==> config.mk <==
export PLATFORM = sky130hd
export DESIGN_NAME = uart_tx_ctrl_flat
export DESIGN_NICKNAME = d
export VERILOG_FILES = /design/src/rtl/uart_tx_ctrl_if.sv /design/src/rtl/uart_tx_ctrl.sv /design/src/flat_wrapper.sv
export SDC_FILE = /design/constraint.sdc
export NUM_CORES = 1
export LEC_CHECK = 0
export ABC_AREA = 1
export CAP_MARGIN = 20
export CORE_MARGIN = 2
export CORE_UTILIZATION = 48
export DETAILED_ROUTE_END_ITERATION = 10
export GPL_TIMING_DRIVEN = 0
export PLACE_DENSITY = 0.77
export SLEW_MARGIN = 20
export SYNTH_ARGS = -nofsm -noshare
export SYNTH_HDL_FRONTEND = slang
export SYNTH_SLANG_ARGS = --single-unit
==> constraint.sdc <==
create_clock -name CLK -period 3.31 [get_ports CLK]
set_input_delay 0.662 -clock CLK [delete_from_list [all_inputs] [get_ports CLK]]
set_output_delay 0.662 -clock CLK [all_outputs]
set_load 0.005 [all_outputs]
==> src/rtl/uart_tx_ctrl_if.sv <==
// uart_tx_ctrl_if: byte-source, parity-unit and line signals of the UART transmit controller.
// Latency: none, wires only.
// Backpressure: none carried here; Busy plus the accept window tell the source when a byte is taken.
// Ports: P_DATA/DATA_VALID/PAR_EN/PAR_TYP come from the byte source.
//        par_bit comes from the parity unit; par_data/par_dv/par_typ go to it.
//        TX_OUT/Busy are the serial line and the frame-in-progress flag.
// Modports: slave = transmitter, master = environment (byte source plus parity unit).
interface uart_tx_ctrl_if #(
  parameter int DATA_WIDTH = 8
);
  logic [DATA_WIDTH-1:0] P_DATA;
  logic                  DATA_VALID;
  logic                  PAR_EN;
  logic                  PAR_TYP;
  logic                  par_bit;
  logic [DATA_WIDTH-1:0] par_data;
  logic                  par_dv;
  logic                  par_typ;
  logic                  TX_OUT;
  logic                  Busy;

  modport slave (
    input  P_DATA, DATA_VALID, PAR_EN, PAR_TYP, par_bit,
    output par_data, par_dv, par_typ, TX_OUT, Busy
  );

  modport master (
    output P_DATA, DATA_VALID, PAR_EN, PAR_TYP, par_bit,
    input  par_data, par_dv, par_typ, TX_OUT, Busy
  );
endinterface

==> src/rtl/uart_tx_ctrl.sv <==
// uart_tx_ctrl: UART transmit framing FSM (start bit, data LSB first, optional parity, stop).
// Latency: TX_OUT drops to the start bit the cycle after an accept; a frame lasts 2+DATA_WIDTH+PAR_EN cycles.
//          With UART_TX_TWO_STOP_EN defined, a second stop bit adds one cycle.
// Backpressure: none; DATA_VALID is taken only in IDLE or the final stop cycle and ignored otherwise.
// Ports: CLK (bit clock), RST (async, active-low), bus (uart_tx_ctrl_if.slave).
//        bus carries P_DATA/DATA_VALID/PAR_EN/PAR_TYP in, par_bit in from the parity unit,
//        par_data/par_dv/par_typ out to the parity unit, and TX_OUT/Busy out.
// Build option: `define UART_TX_TWO_STOP_EN adds STOP2 and moves the accept window from STOP to STOP2.
// DATA_WIDTH must match the DATA_WIDTH of the connected interface instance.
module uart_tx_ctrl #(
  parameter int DATA_WIDTH = 8
) (
  input  logic          CLK,
  input  logic          RST,
  uart_tx_ctrl_if.slave bus
);

  localparam int CNT_W = (DATA_WIDTH > 1) ? $clog2(DATA_WIDTH) : 1;
  localparam logic [CNT_W-1:0] LAST_BIT = CNT_W'(DATA_WIDTH - 1);

`ifdef UART_TX_TWO_STOP_EN
  typedef enum logic [2:0] {IDLE, START, DATA, PARITY, STOP, STOP2} state_t;
`else
  typedef enum logic [2:0] {IDLE, START, DATA, PARITY, STOP} state_t;
`endif

  state_t                state_q;
  logic [CNT_W-1:0]      cnt_q;
  logic [DATA_WIDTH-1:0] par_data_q;
  logic                  par_en_q;
  logic                  par_typ_q;
  logic                  par_dv_q;
  logic                  tx_q;
  logic                  busy_q;

  always_ff @(posedge CLK or negedge RST) begin
    if (!RST) begin
      state_q    <= IDLE;
      cnt_q      <= '0;
      par_data_q <= '0;
      par_en_q   <= 1'b0;
      par_typ_q  <= 1'b0;
      par_dv_q   <= 1'b0;
      tx_q       <= 1'b1;
      busy_q     <= 1'b0;
    end else begin
      // The parity strobe is a single-cycle pulse; only an accept re-raises it.
      par_dv_q <= 1'b0;
      case (state_q)
        START: begin
          state_q <= DATA;
          cnt_q   <= '0;
          tx_q    <= par_data_q[0];
        end

        DATA: begin
          if (cnt_q == LAST_BIT) begin
            // Counter is parked at 0 on the way out so it never wraps mid-frame.
            cnt_q <= '0;
            if (par_en_q) begin
              // par_dv fired during START, so the parity unit's registered result is settled.
              state_q <= PARITY;
              tx_q    <= bus.par_bit;
            end else begin
              state_q <= STOP;
              tx_q    <= 1'b1;
            end
          end else begin
            cnt_q <= cnt_q + 1'b1;
            tx_q  <= par_data_q[cnt_q + 1'b1];
          end
        end

        PARITY: begin
          state_q <= STOP;
          tx_q    <= 1'b1;
        end

`ifdef UART_TX_TWO_STOP_EN
        STOP: begin
          state_q <= STOP2;
          tx_q    <= 1'b1;
        end

        IDLE, STOP2: begin
`else
        IDLE, STOP: begin
`endif
          // Accept window: idle, or the last stop cycle for back-to-back frames.
          if (bus.DATA_VALID) begin
            state_q    <= START;
            par_data_q <= bus.P_DATA;
            par_en_q   <= bus.PAR_EN;
            par_typ_q  <= bus.PAR_TYP;
            par_dv_q   <= 1'b1;
            tx_q       <= 1'b0;
            busy_q     <= 1'b1;
          end else begin
            state_q <= IDLE;
            tx_q    <= 1'b1;
            busy_q  <= 1'b0;
          end
        end

        default: begin
          state_q <= IDLE;
          cnt_q   <= '0;
          tx_q    <= 1'b1;
          busy_q  <= 1'b0;
        end
      endcase
    end
  end

  assign bus.par_data = par_data_q;
  assign bus.par_typ  = par_typ_q;
  assign bus.par_dv   = par_dv_q;
  assign bus.TX_OUT   = tx_q;
  assign bus.Busy     = busy_q;

endmodule
==> src/flat_wrapper.sv <==
// flat-port wrapper written by rule: the top's interface ports become plain ports
module uart_tx_ctrl_flat 
#(
  parameter int DATA_WIDTH = 8
)
  (CLK, RST, bus_P_DATA, bus_DATA_VALID, bus_PAR_EN, bus_PAR_TYP, bus_par_bit, bus_par_data, bus_par_dv, bus_par_typ, bus_TX_OUT, bus_Busy);
  uart_tx_ctrl_if #(.DATA_WIDTH(DATA_WIDTH)) bus_i ();
  input  logic CLK;
  input  logic RST;
  input wire logic [$bits(bus_i.P_DATA)-1:0] bus_P_DATA;
  input wire logic [$bits(bus_i.DATA_VALID)-1:0] bus_DATA_VALID;
  input wire logic [$bits(bus_i.PAR_EN)-1:0] bus_PAR_EN;
  input wire logic [$bits(bus_i.PAR_TYP)-1:0] bus_PAR_TYP;
  input wire logic [$bits(bus_i.par_bit)-1:0] bus_par_bit;
  output wire logic [$bits(bus_i.par_data)-1:0] bus_par_data;
  output wire logic [$bits(bus_i.par_dv)-1:0] bus_par_dv;
  output wire logic [$bits(bus_i.par_typ)-1:0] bus_par_typ;
  output wire logic [$bits(bus_i.TX_OUT)-1:0] bus_TX_OUT;
  output wire logic [$bits(bus_i.Busy)-1:0] bus_Busy;
  assign bus_i.P_DATA = bus_P_DATA;
  assign bus_i.DATA_VALID = bus_DATA_VALID;
  assign bus_i.PAR_EN = bus_PAR_EN;
  assign bus_i.PAR_TYP = bus_PAR_TYP;
  assign bus_i.par_bit = bus_par_bit;
  assign bus_par_data = bus_i.par_data;
  assign bus_par_dv = bus_i.par_dv;
  assign bus_par_typ = bus_i.par_typ;
  assign bus_TX_OUT = bus_i.TX_OUT;
  assign bus_Busy = bus_i.Busy;
  uart_tx_ctrl #(.DATA_WIDTH(DATA_WIDTH)) u_core (.CLK(CLK), .RST(RST), .bus(bus_i));
endmodule
Word-level counts from Yosys, hierarchy flattened
Index checks and enable logic that the tools add are counted.
{ "classes": {"addsub": 1, "order_cmp": 1, "eq_ne": 6, "mux": 15, "n_reduce_logical": 5} }
{ "ops": {"columns": ["operator", "n"], "rows": [
  ["3-bit case mux with 4 select lines", 1],
  ["3-bit 2-to-1 mux", 3],
  ["1-bit 2-to-1 mux", 7],
  ["3-bit by 2-bit equality test with 1-bit output, second input constant", 2],
  ["3-bit equality test, second input constant", 2],
  ["3-bit case mux with 2 select lines", 1],
  ["3-bit OR reduction", 2],
  ["3-bit by 4-bit less-than comparator with 1-bit output, second input constant", 1],
  ["3-bit by 1-bit adder with 3-bit output, second input constant", 1],
  ["1-bit binary-select mux with 3-bit select", 1],
  ["3-bit by 1-bit equality test with 1-bit output, second input constant", 1],
  ["3-bit zero test", 1],
  ["1-bit case mux with 3 select lines", 1],
  ["2-bit by 1-bit != test with 1-bit output, second input constant", 1],
  ["1-bit case mux with 2 select lines", 1],
  ["2-bit AND reduction", 1],
  ["2-bit OR reduction", 1]
]} }
{ "totals": {"reg_bits": 19, "inputBits": 14, "output_inout_bits": 12, "elab_cells": 36} }

Depth between registers and ports, before layout
Gate-level depths: netlist of run 1.
{ "logic_depth": {"depth_word": 5, "depth_mapped": 7, "ltp_nobuf": 7} }

Worst setup path after synthesis of run 1
No wires, ideal clock.
{ "synth_path": {"path_kind": "register -> register", "start": "register u_core.cnt_q[0]", "end": "register u_core.state_q[0]", "setup_ns": 0.119, "t_arrival_ns": 1.155, "required_time_ns": 3.191, "path_slack_ns": 2.037, "path_stages_with_launch": 6, "path_buffers": 0, "synth_period_minus_slack_ns": 1.273, "path_cell_list": "dfrtp_1 > ha_1 > ha_1 > inv_1 > nand4_1 > o21a_1"} }
{ "synth_between": {"elab_chain_len": 2} }
{ "synth_lines": {"columns": ["element", "line_no", "source"], "rows": [
  ["start, declared", "uart_tx_ctrl.sv:28", "logic [CNT_W-1:0] cnt_q;"],
  ["start signal, assigned", "uart_tx_ctrl.sv:69", "cnt_q <= cnt_q + 1'b1;"],
  ["3-bit equality test", "uart_tx_ctrl.sv:57", "if (cnt_q == LAST_BIT) begin"],
  ["2-bit by 1-bit != test with 1-bit output (no source line)", null, null],
  ["end signal, assigned", "uart_tx_ctrl.sv:51", "state_q <= DATA;"],
  ["end signal, assigned", "uart_tx_ctrl.sv:62", "state_q <= PARITY;"],
  ["end signal, assigned", "uart_tx_ctrl.sv:65", "state_q <= STOP;"],
  ["end, declared", "uart_tx_ctrl.sv:27", "state_t state_q;"]
]} }
No other way between the ends.
A chain may end at the register's enable or synchronous reset.

Worst setup path in the final report of run 1
{ "layout_path": {"start": "register u_core.tx_q (netlist: u_core.bus.TX_OUT)", "end": "output port bus_TX_OUT"} }
{ "layout_rtl": {"columns": ["element", "line_no", "source"], "rows": [
  ["start, declared", "uart_tx_ctrl.sv:33", "logic tx_q;"],
  ["start signal, assigned", "uart_tx_ctrl.sv:53", "tx_q <= par_data_q[0];"],
  ["start signal, assigned", "uart_tx_ctrl.sv:63", "tx_q <= bus.par_bit;"],
  ["start signal, assigned", "uart_tx_ctrl.sv:70", "tx_q <= par_data_q[cnt_q + 1'b1];"],
  ["end, declared", "flat_wrapper.sv:18", "output wire logic [$bits(bus_i.TX_OUT)-1:0] bus_TX_OUT;"]
]} }
No word-level cell between the ends.

==> metrics.csv, run 1 <==
metric,value,unit
status,"complete, no violations",
GR Overflow Total,0,
first-pass GRT wire length,2.78,mm
vias in the first global route,660,
R2R Setup Slk,1870,ps
Syn Std Cell Area,868,um2
die area,0.00217,mm2
Critical Path RT,2650,ps
CP endpoint kind,output port,
most frequent cells in the layout,"45 x nand2_1, 25 x clkdlybuf4s50_1, 18 x dfrtp_1",
Post-CTS Setup Inserts,0,
MaxCap Viol Count,0,
IO Port Bufs,25,
Final Hold Fails,0,
placed cell area,0.00115,mm2
Clock Tree Root,clkbuf_4,
routability cong.,0.824,
setup violators final,0,
hpwl dp,1.30,mm
Worst R2R End,u_core.cnt_q[0]$_DFFE_PN0N_,
crit start category,flip-flop,
DR WL/cell,10.5,um
Hold Path Sink,u_core.state_q[2]$_DFFE_PN0P_,
CTS hold repair buffers,0,
Die Y-Extent,46.5,um
ratio of cells with drive above 1 in the final layout,8.15,%
# rows,15,
deepest clock path buffer count,2,
synth-to-layout area growth,35.6,%
largest net degree at the start of global routing,20,
vias,735,
Tmin final,1970,ps
crit share post-route,59.7,%
hold crit path type,flip-flop to flip-flop,
Yosys cell types,17,
Die W,46.5,um
"CP delay by family, top",flip-flops,
Nets,152,
fmax,0.506,GHz
worst path cell trace,clkdlybuf4s50_1,
hold path start,u_core.state_q[2]$_DFFE_PN0P_,
CTS H-tree depth,1,
core area,0.00171,mm2
Gate Count Post-Synth,106,
GRT Total Usage,18.4,%
First DRT Iteration DRCs,4,
sequential area share after synthesis,54.9,%
Initial Util,50.8,%
Num CTS Buffers,3,
Final ANT Viol Nets,0,
Worst Setup Path Type,flip-flop to output port,
Crit path largest cell delay,530,ps
vias per cell,4.59,
"commonest non-fill, non-tap cell in the layout",nand2_1,
# diodes,0,
CP bufs+invs,1,
num ports,26,
unrepaired setup endpoints after global routing,no,
Sum Neg Setup Slack,0,ps
register bit count reported by yosys,19,
Leak Pwr,0.588,nW
CP Max Fanout,1,
Worst Path Arrival,1310,ps
Syn Area/Cell,8.19,um2
total routed wirelength,1.68,mm
Clock Pin Slew Worst Setup and Hold Paths,110,ps
relative slew slack,44.4,%
"Warnings, synthesis",0,
worst r2r src,u_core.cnt_q[0]$_DFFE_PN0N_,
worst hold stages,1,
clk sink count,19,
Initial DRT Pass Iterations,3,
"Net Count, Synth",122,
clk_lat worst skew,290,ps
fin area,0.00118,mm2
Cell Pwr Density,883,mW/mm2
Worst-Margin Slew,832,ps
Resized cells post-CTS,0,
Setup Skew,4.52,ps
CP Depth,1,
initial antenna violation count,0,
TritonCTS clock tree,built,
FF-to-FF path depth,5,
"Slew Viols, Final",0,
Crit-path slowest cell,dfstp_2,
DRC viols,0,
VDD IR-drop max,454,uV
[layer usage]
| metal | routed length [um] | track usage, % | up-vias |
|---|---|---|---|
| met5 | 0 | 0 | - |
| met2 | 760 | 28.6 | 17 |
| met4 | 18 | 8.57 | 0 |
| li1 | - | - | 391 |
| met3 | 80 | 4.31 | 2 |
| met1 | 822 | 23.9 | 325 |
[layout make-up]
type | instances | area (um2)
tap | 25 | 31.3
clock inverter | 1 | 5.00
clock buffer | 3 | 22.5
timing repair buffer | 25 | 250
sequential | 19 | 477
buffer | 2 | 18.8
fill | 152 | 531
multi-input combinational | 74 | 332
inverter | 11 | 41.3
[state kept, by name (all words and copies together) (netlist names)]
name,flops
u_core.state_q,3
u_core.bus.par_data,8
u_core.bus.par_dv,1
u_core.cnt_q,3
u_core.bus.par_typ,1
u_core.bus.Busy,1
u_core.par_en_q,1
u_core.bus.TX_OUT,1
[logic make-up (layout without fill, tap and decap cells)]
family	Yosys count	in the layout	synth area share, %
compound gates	9	9	5.48
simple gates	63	63	29.8
flops	19	19	54.9
fa+ha+maj	2	2	2.88
buf+inv	13	42	6.92
[worst max-delay path by stage]
stage	start	to	slack, ps
after detailed placement	RST	u_core.bus.par_data[4]$_DFFE_PN0P_	1570
after floorplan	u_core.cnt_q[0]$_DFFE_PN0N_	u_core.state_q[0]$_DFFE_PN0P_	2040
after CTS	u_core.bus.TX_OUT$_DFF_PN1_	bus_TX_OUT	1320
after global placement	RST	u_core.bus.par_data[4]$_DFFE_PN0P_	1590
after global routing	u_core.bus.TX_OUT$_DFF_PN1_	bus_TX_OUT	1290
final	u_core.bus.TX_OUT$_DFF_PN1_	bus_TX_OUT	1340
[metrics by stage]
stage	std cells	power [mW]	hold WS (ps)	setup slack, ps	util, %
floorplan	106	0.706	366	2040	-
global placement	156	0.917	423	1590	67.3
detailed placement	156	0.929	433	1570	67.3
CTS	160	1.05	449	1320	68.9
global route	160	1.14	465	1290	68.9
finish	160	1.04	446	1340	68.9
[cells in the mapped netlist, drive strengths merged]
master | count | area [um2]
dfrtp | 18 | 450
a21oi | 2 | 10.0
ha | 2 | 25.0
nand4 | 1 | 6.26
nor3 | 1 | 5.00
o21a | 1 | 7.51
nand3 | 11 | 55.1
inv | 11 | 41.3
nand2 | 46 | 175
dfstp | 1 | 26.3
nor2 | 4 | 17.5
o21ai | 6 | 30.0
buf | 2 | 18.8
[where the power goes]
part	total (mW)	internal [mW]	leakage, nW	switching, mW
combinational	0.497	0.258	0.334	0.239
clock	0.118	0.0449	0.0177	0.0734
sequential	0.424	0.340	0.237	0.0837
Power figures use the tool's default switching activity.
==> run 2, diff against run 1 <==
CORE_UTILIZATION = 45   (was 48)
PLACE_DENSITY = 0.73   (was 0.77)
clock period = 2.1 ns   (was 3.31 ns; I/O delays follow)
==> run 2 against run 1 <==
Compared with the run above:
- via count rose by 4.8%
- wire length increased by 1.7%
- first-iteration DRC count rose by 75%
- sequential share of layout area hardly changed
- sequential power grew 58%
- final area decreased by 0.11%
- clock power up 57%
- critical path depth is the same
- clock-buffer cell count up 1
==> metrics.csv, run 2 (synthesis results as in run 1) <==
metric,value,unit,change
top layer reached by signal wires,met4,,
relative slew slack,44.3,%,-0.083 points
deepest clock path buffer count,2,,unchanged
first-pass GRT wire length,2.75,mm,-1.2%
CP bufs+invs,1,,unchanged
vias per cell,4.81,,+4.8%
worst hold stages,1,,unchanged
FF-to-FF path depth,5,,unchanged
DRC viols,0,,unchanged
"Slew Viols, Final",0,,unchanged
Tmin final,1730,ps,
Sum Neg Setup Slack,0,ps,unchanged
CP Depth,1,,unchanged
Worst-Margin Slew,833,ps,+1.24 ps
CP Max Fanout,1,,unchanged
Post-CTS Setup Inserts,0,,unchanged
Worst Path Arrival,1310,ps,about the same
Leak Pwr,0.586,nW,-0.46%
die area,0.00230,mm2,+6.1%
Worst Setup Path Type,flip-flop to output port,,
Final ANT Viol Nets,0,,unchanged
CP endpoint kind,output port,,
synth-to-layout area growth,35.4,%,
Die Y-Extent,47.9,um,+3.0%
Num CTS Buffers,3,,unchanged
final setup margin,373,ps,-962 ps
largest net degree at the start of global routing,20,,unchanged
MaxCap Viol Count,0,,unchanged
Initial DRT Pass Iterations,4,,+1
status,"complete, no violations",,
GRT Total Usage,17.8,%,-0.54 points
setup violators final,0,,unchanged
max reg flops,8,,unchanged
Final Hold Fails,0,,unchanged
core area,0.00176,mm2,+3.3%
most frequent cells in the layout,"45 x nand2_1, 25 x clkdlybuf4s50_1, 18 x dfrtp_1",,
routed wl met2,807,um,+6.2%
GR Overflow Total,0,,unchanged
vias,770,,+4.8%
hpwl dp,1.30,mm,+0.29%
DR WL/cell,10.7,um,+1.7%
Setup Skew,1.26,ps,-3.26 ps
unrepaired setup endpoints after global routing,no,,
routability cong.,0.812,,-1.4%
R2R Setup Slk,630,ps,-1240 ps
First DRT Iteration DRCs,7,,+3
met3 WL,116,um,+45%
M1 WL,768,um,-6.6%
IO Port Bufs,25,,unchanged
Die W,47.9,um,+3.0%
pre-CTS setup slack,591,ps,-976 ps
Cell Pwr Density,1390,mW/mm2,+58%
# rows,15,,unchanged
Critical Path RT,1680,ps,-970 ps
# diodes,0,,unchanged
Worst R2R End,u_core.cnt_q[0]$_DFFE_PN0N_,,
fmax,0.579,GHz,
clk sink count,19,,unchanged
"CP delay by family, top",flip-flops,,
TritonCTS clock tree,built,,
crit share post-route,82.2,%,
Nets,152,,unchanged
initial antenna violation count,0,,unchanged
Clock Tree Root,clkbuf_4,,
worst path cell trace,clkdlybuf4s50_1,,
clk_lat worst skew,290,ps,about the same
Clock Pin Slew Worst Setup and Hold Paths,110,ps,about the same
CTS H-tree depth,1,,unchanged
Crit-path slowest cell,dfstp_2,,
Resized cells post-CTS,0,,unchanged
Hold Path Sink,u_core.state_q[2]$_DFFE_PN0P_,,
crit start category,flip-flop,,
hold crit path type,flip-flop to flip-flop,,
Finished Core Util,66.7,%,-2.3 points
VDD IR-drop max,678,uV,+49%
worst r2r src,u_core.cnt_q[0]$_DFFE_PN0N_,,
total routed wirelength,1.71,mm,+1.7%
Initial Util,49.2,%,-1.6 points
CTS hold repair buffers,0,,unchanged
Crit path largest cell delay,530,ps,about the same
num ports,26,,unchanged
vias in the first global route,694,,+5.2%
hold path start,u_core.state_q[2]$_DFFE_PN0P_,,
ratio of cells with drive above 1 in the final layout,7.41,%,-0.74 points
"commonest non-fill, non-tap cell in the layout",nand2_1,,
run 2: changes by cell type in the layout (fill, tap and decap cells not counted), sizes merged:
cell    change
clkinv      -1
clkbuf      +1
run 2: layout make-up:
cell class	instances	area (um2)
repair buffers	25	250
inverters	11	41.3
multi-input cells	74	332
well taps	25	31.3
fillers	169	588
flip-flops and latches	19	477
plain buffers	2	18.8
clock buffers	4	26.3
run 2: stage by stage:
| stage | total power, mW | cells | hold WS [ps] | instance area [um2] |
|---|---|---|---|---|
| CTS | 1.66 | 160 | 449 | 1180 |
| floorplan | 1.11 | 106 | 124 | 868 |
| detailed placement | 1.47 | 156 | 433 | 1150 |
| finish | 1.64 | 160 | 443 | 1180 |
| global route | 1.79 | 160 | 467 | 1180 |
| global placement | 1.45 | 156 | 423 | 1150 |
run 2: power breakdown:
part           internal [mW]  switching, mW  total (mW)
Clock                 0.0739          0.111       0.185
Combinational          0.406          0.375       0.781
Sequential             0.536          0.135       0.671
run 2: layer usage:
| metal | track usage (%) | vias to the layer above |
|---|---|---|
| li1 | - | 392 |
| met4 | 9.73 | 0 |
| met2 | 28.5 | 21 |
| met1 | 20.7 | 355 |
| met3 | 6.42 | 2 |
| met5 | 0 | - |
run 2: worst max-delay path by stage:
stage	from	end	slack (ps)
3_5_place_dp	RST	u_core.bus.par_data[4]$_DFFE_PN0P_	590
2_1_floorplan	u_core.cnt_q[0]$_DFFE_PN0N_	u_core.state_q[0]$_DFFE_PN0P_	830
5_1_grt	u_core.bus.TX_OUT$_DFF_PN1_	bus_TX_OUT	320
4_1_cts	u_core.bus.TX_OUT$_DFF_PN1_	bus_TX_OUT	360
6_report	u_core.bus.TX_OUT$_DFF_PN1_	bus_TX_OUT	370
3_3_place_gp	RST	u_core.bus.par_data[4]$_DFFE_PN0P_	620
==> run 3, diff against run 2 <==
CORE_UTILIZATION = 40   (was 45)
PLACE_DENSITY = 0.68   (was 0.73)
clock period = 1.4 ns   (was 2.1 ns; I/O delays follow)
==> run 3 against run 2 <==
Compared with the run above:
- clock-buffer cell count unchanged
- core utilization decreased by 4.0 points
- sequential share of layout area shrank 2.4 points
- clock skew up 2.4 ps
- final area up 6.7%
- setup slack worse by 280 ps
- non-clock buffer count grew 10
- total power up 59%
- hold slack gained 6.7 ps
- flip-flop and latch count unchanged
- largest cell class unchanged
- largest power group unchanged
- highest routed layer is now met3
==> metrics.csv, run 3 (synthesis results as in run 1) <==
metric,value,unit,change
Die Y-Extent,50.6,um,+5.6%
crit start category,flip-flop,,
worst r2r src,u_core.cnt_q[0]$_DFFE_PN0N_,,
max reg flops,8,,unchanged
largest net degree at the start of global routing,20,,unchanged
hold crit path type,flip-flop to flip-flop,,
Worst Path Arrival,1030,ps,-280 ps
power after layout,2.60,mW,+59%
Final ANT Viol Nets,0,,unchanged
most frequent cells in the layout,"45 x nand2_1, 17 x dfrtp_1, 13 x clkdlybuf4s50_1",,
Crit-path slowest cell,dfstp_2,,
Crit path largest cell delay,520,ps,about the same
Setup crit start,u_core.bus.TX_OUT$_DFF_PN1_,,
unrepaired setup endpoints after global routing,no,,
Worst-Margin Slew,833,ps,+0.507 ps
hold slack,449,ps,+6.65 ps
Num CTS Buffers,3,,unchanged
GR Overflow Total,0,,unchanged
num ports,26,,unchanged
# diodes,0,,unchanged
vias per cell,4.82,,+0.15%
Setup Skew,3.69,ps,+2.43 ps
top layer reached by signal wires,met3,,
status,"complete, no violations",,
"CP delay by family, top",flip-flops,,
crit share post-route,93.3,%,
Clock Tree Root,clkbuf_4,,
Final Hold Fails,0,,unchanged
MaxCap Viol Count,0,,unchanged
DRC viols,0,,unchanged
clk sink count,19,,unchanged
Critical Path RT,1120,ps,-560 ps
clk_lat worst skew,290,ps,about the same
fin area,0.00125,mm2,+6.7%
Initial Util,43.4,%,-5.8 points
"Slew Viols, Final",0,,unchanged
ratio of cells with drive above 1 in the final layout,16.6,%,+9.1 points
Initial DRT Pass Iterations,4,,unchanged
CP Max Fanout,1,,unchanged
relative slew slack,44.3,%,about the same
hpwl dp,1.37,mm,+5.3%
Clock Pin Slew Worst Setup and Hold Paths,100,ps,about the same
CTS H-tree depth,1,,unchanged
routability cong.,0.837,,+3.0%
DR WL/cell,11.4,um,+6.4%
# rows,16,,+1
Tmin final,1310,ps,
met3 WL,96,um,-17%
setup violators final,0,,unchanged
fmax,0.766,GHz,
first-pass GRT wire length,3.42,mm,+24%
Die W,50.6,um,+5.6%
Worst Setup Path Type,flip-flop to output port,,
total routed wirelength,1.95,mm,+14%
final setup margin,93.8,ps,-279 ps
pre-CTS setup slack,-89.4,ps,-680 ps
synth-to-layout area growth,44.5,%,
CTS hold repair buffers,0,,unchanged
vias in the first global route,798,,+15%
Leak Pwr,0.659,nW,+13%
die area,0.00256,mm2,+11%
"commonest non-fill, non-tap cell in the layout",nand2_1,,
First DRT Iteration DRCs,15,,+8
placed cell area,0.00115,mm2,+0.22%
GRT Total Usage,18.0,%,+0.19 points
deepest clock path buffer count,2,,unchanged
Finished Core Util,62.7,%,-4.0 points
initial antenna violation count,0,,unchanged
CP bufs+invs,1,,unchanged
Sum Neg Setup Slack,0,ps,unchanged
worst path cell trace,dlygate4sd2_1,,
Placed Instances,158,,+1.3%
M1 WL,929,um,+21%
CP endpoint kind,output port,,
VDD IR-drop max,1100,uV,+63%
TritonCTS clock tree,built,,
routed wl met2,928,um,+15%
hold path start,u_core.state_q[2]$_DFFE_PN0P_,,
Cell Pwr Density,2070,mW/mm2,+49%
"non-filler cells, final",172,,+7.5%
Nets,162,,+6.6%
vias,829,,+7.7%
IO Port Bufs,25,,unchanged
core area,0.00200,mm2,+13%
[run 3: cell types whose count changed in the layout (fill, tap and decap cells not counted), sizes merged]
| cell | previous run | this run |
|---|---|---|
| clkdlybuf4s50 | 25 | 13 |
| buf | 2 | 12 |
| dlygate4sd2 | 0 | 12 |
[run 3: final timing paths]
path                                                 end  slack [ps]  depth (start not counted)
hold / removal             u_core.state_q[2]$_DFFE_PN0P_         450                          1
hold reg to reg            u_core.state_q[2]$_DFFE_PN0P_         450                          1
min in group asynchronous    u_core.cnt_q[2]$_DFFE_PN0N_         460                          1
max in group asynchronous    u_core.cnt_q[0]$_DFFE_PN0N_         380                          1
setup / recovery                              bus_TX_OUT          90                          1
setup reg to reg           u_core.state_q[0]$_DFFE_PN0P_         120                          5
[run 3: power breakdown]
part / total, mW / switching (mW) / internal (mW)
Clock: 0.271 / 0.160 / 0.111
Sequential: 0.956 / 0.150 / 0.806
Combinational: 1.37 / 0.689 / 0.679
[run 3: cell type report]
cell class              instances  area, um2
inverters                      11       41.3
well taps                      27       33.8
fillers                       177        747
clock buffers                   4       26.3
plain buffers                   2       18.8
repair buffers                 35        310
flip-flops and latches         19        478
multi-input cells              74        347
[run 3: repair_timing]
item	CTS	global route
pin swaps	1	1
resized for setup	14	5
buffers inserted	10	0
endpoints found under the setup margin	16	3
[run 3: layer usage]
metal / vias to the layer above / GRT usage [%]
met4: 0 / 4.05
met3: 0 / 4.17
met5: - / 0
met1: 394 / 23.8
li1: 410 / -
met2: 25 / 30.0
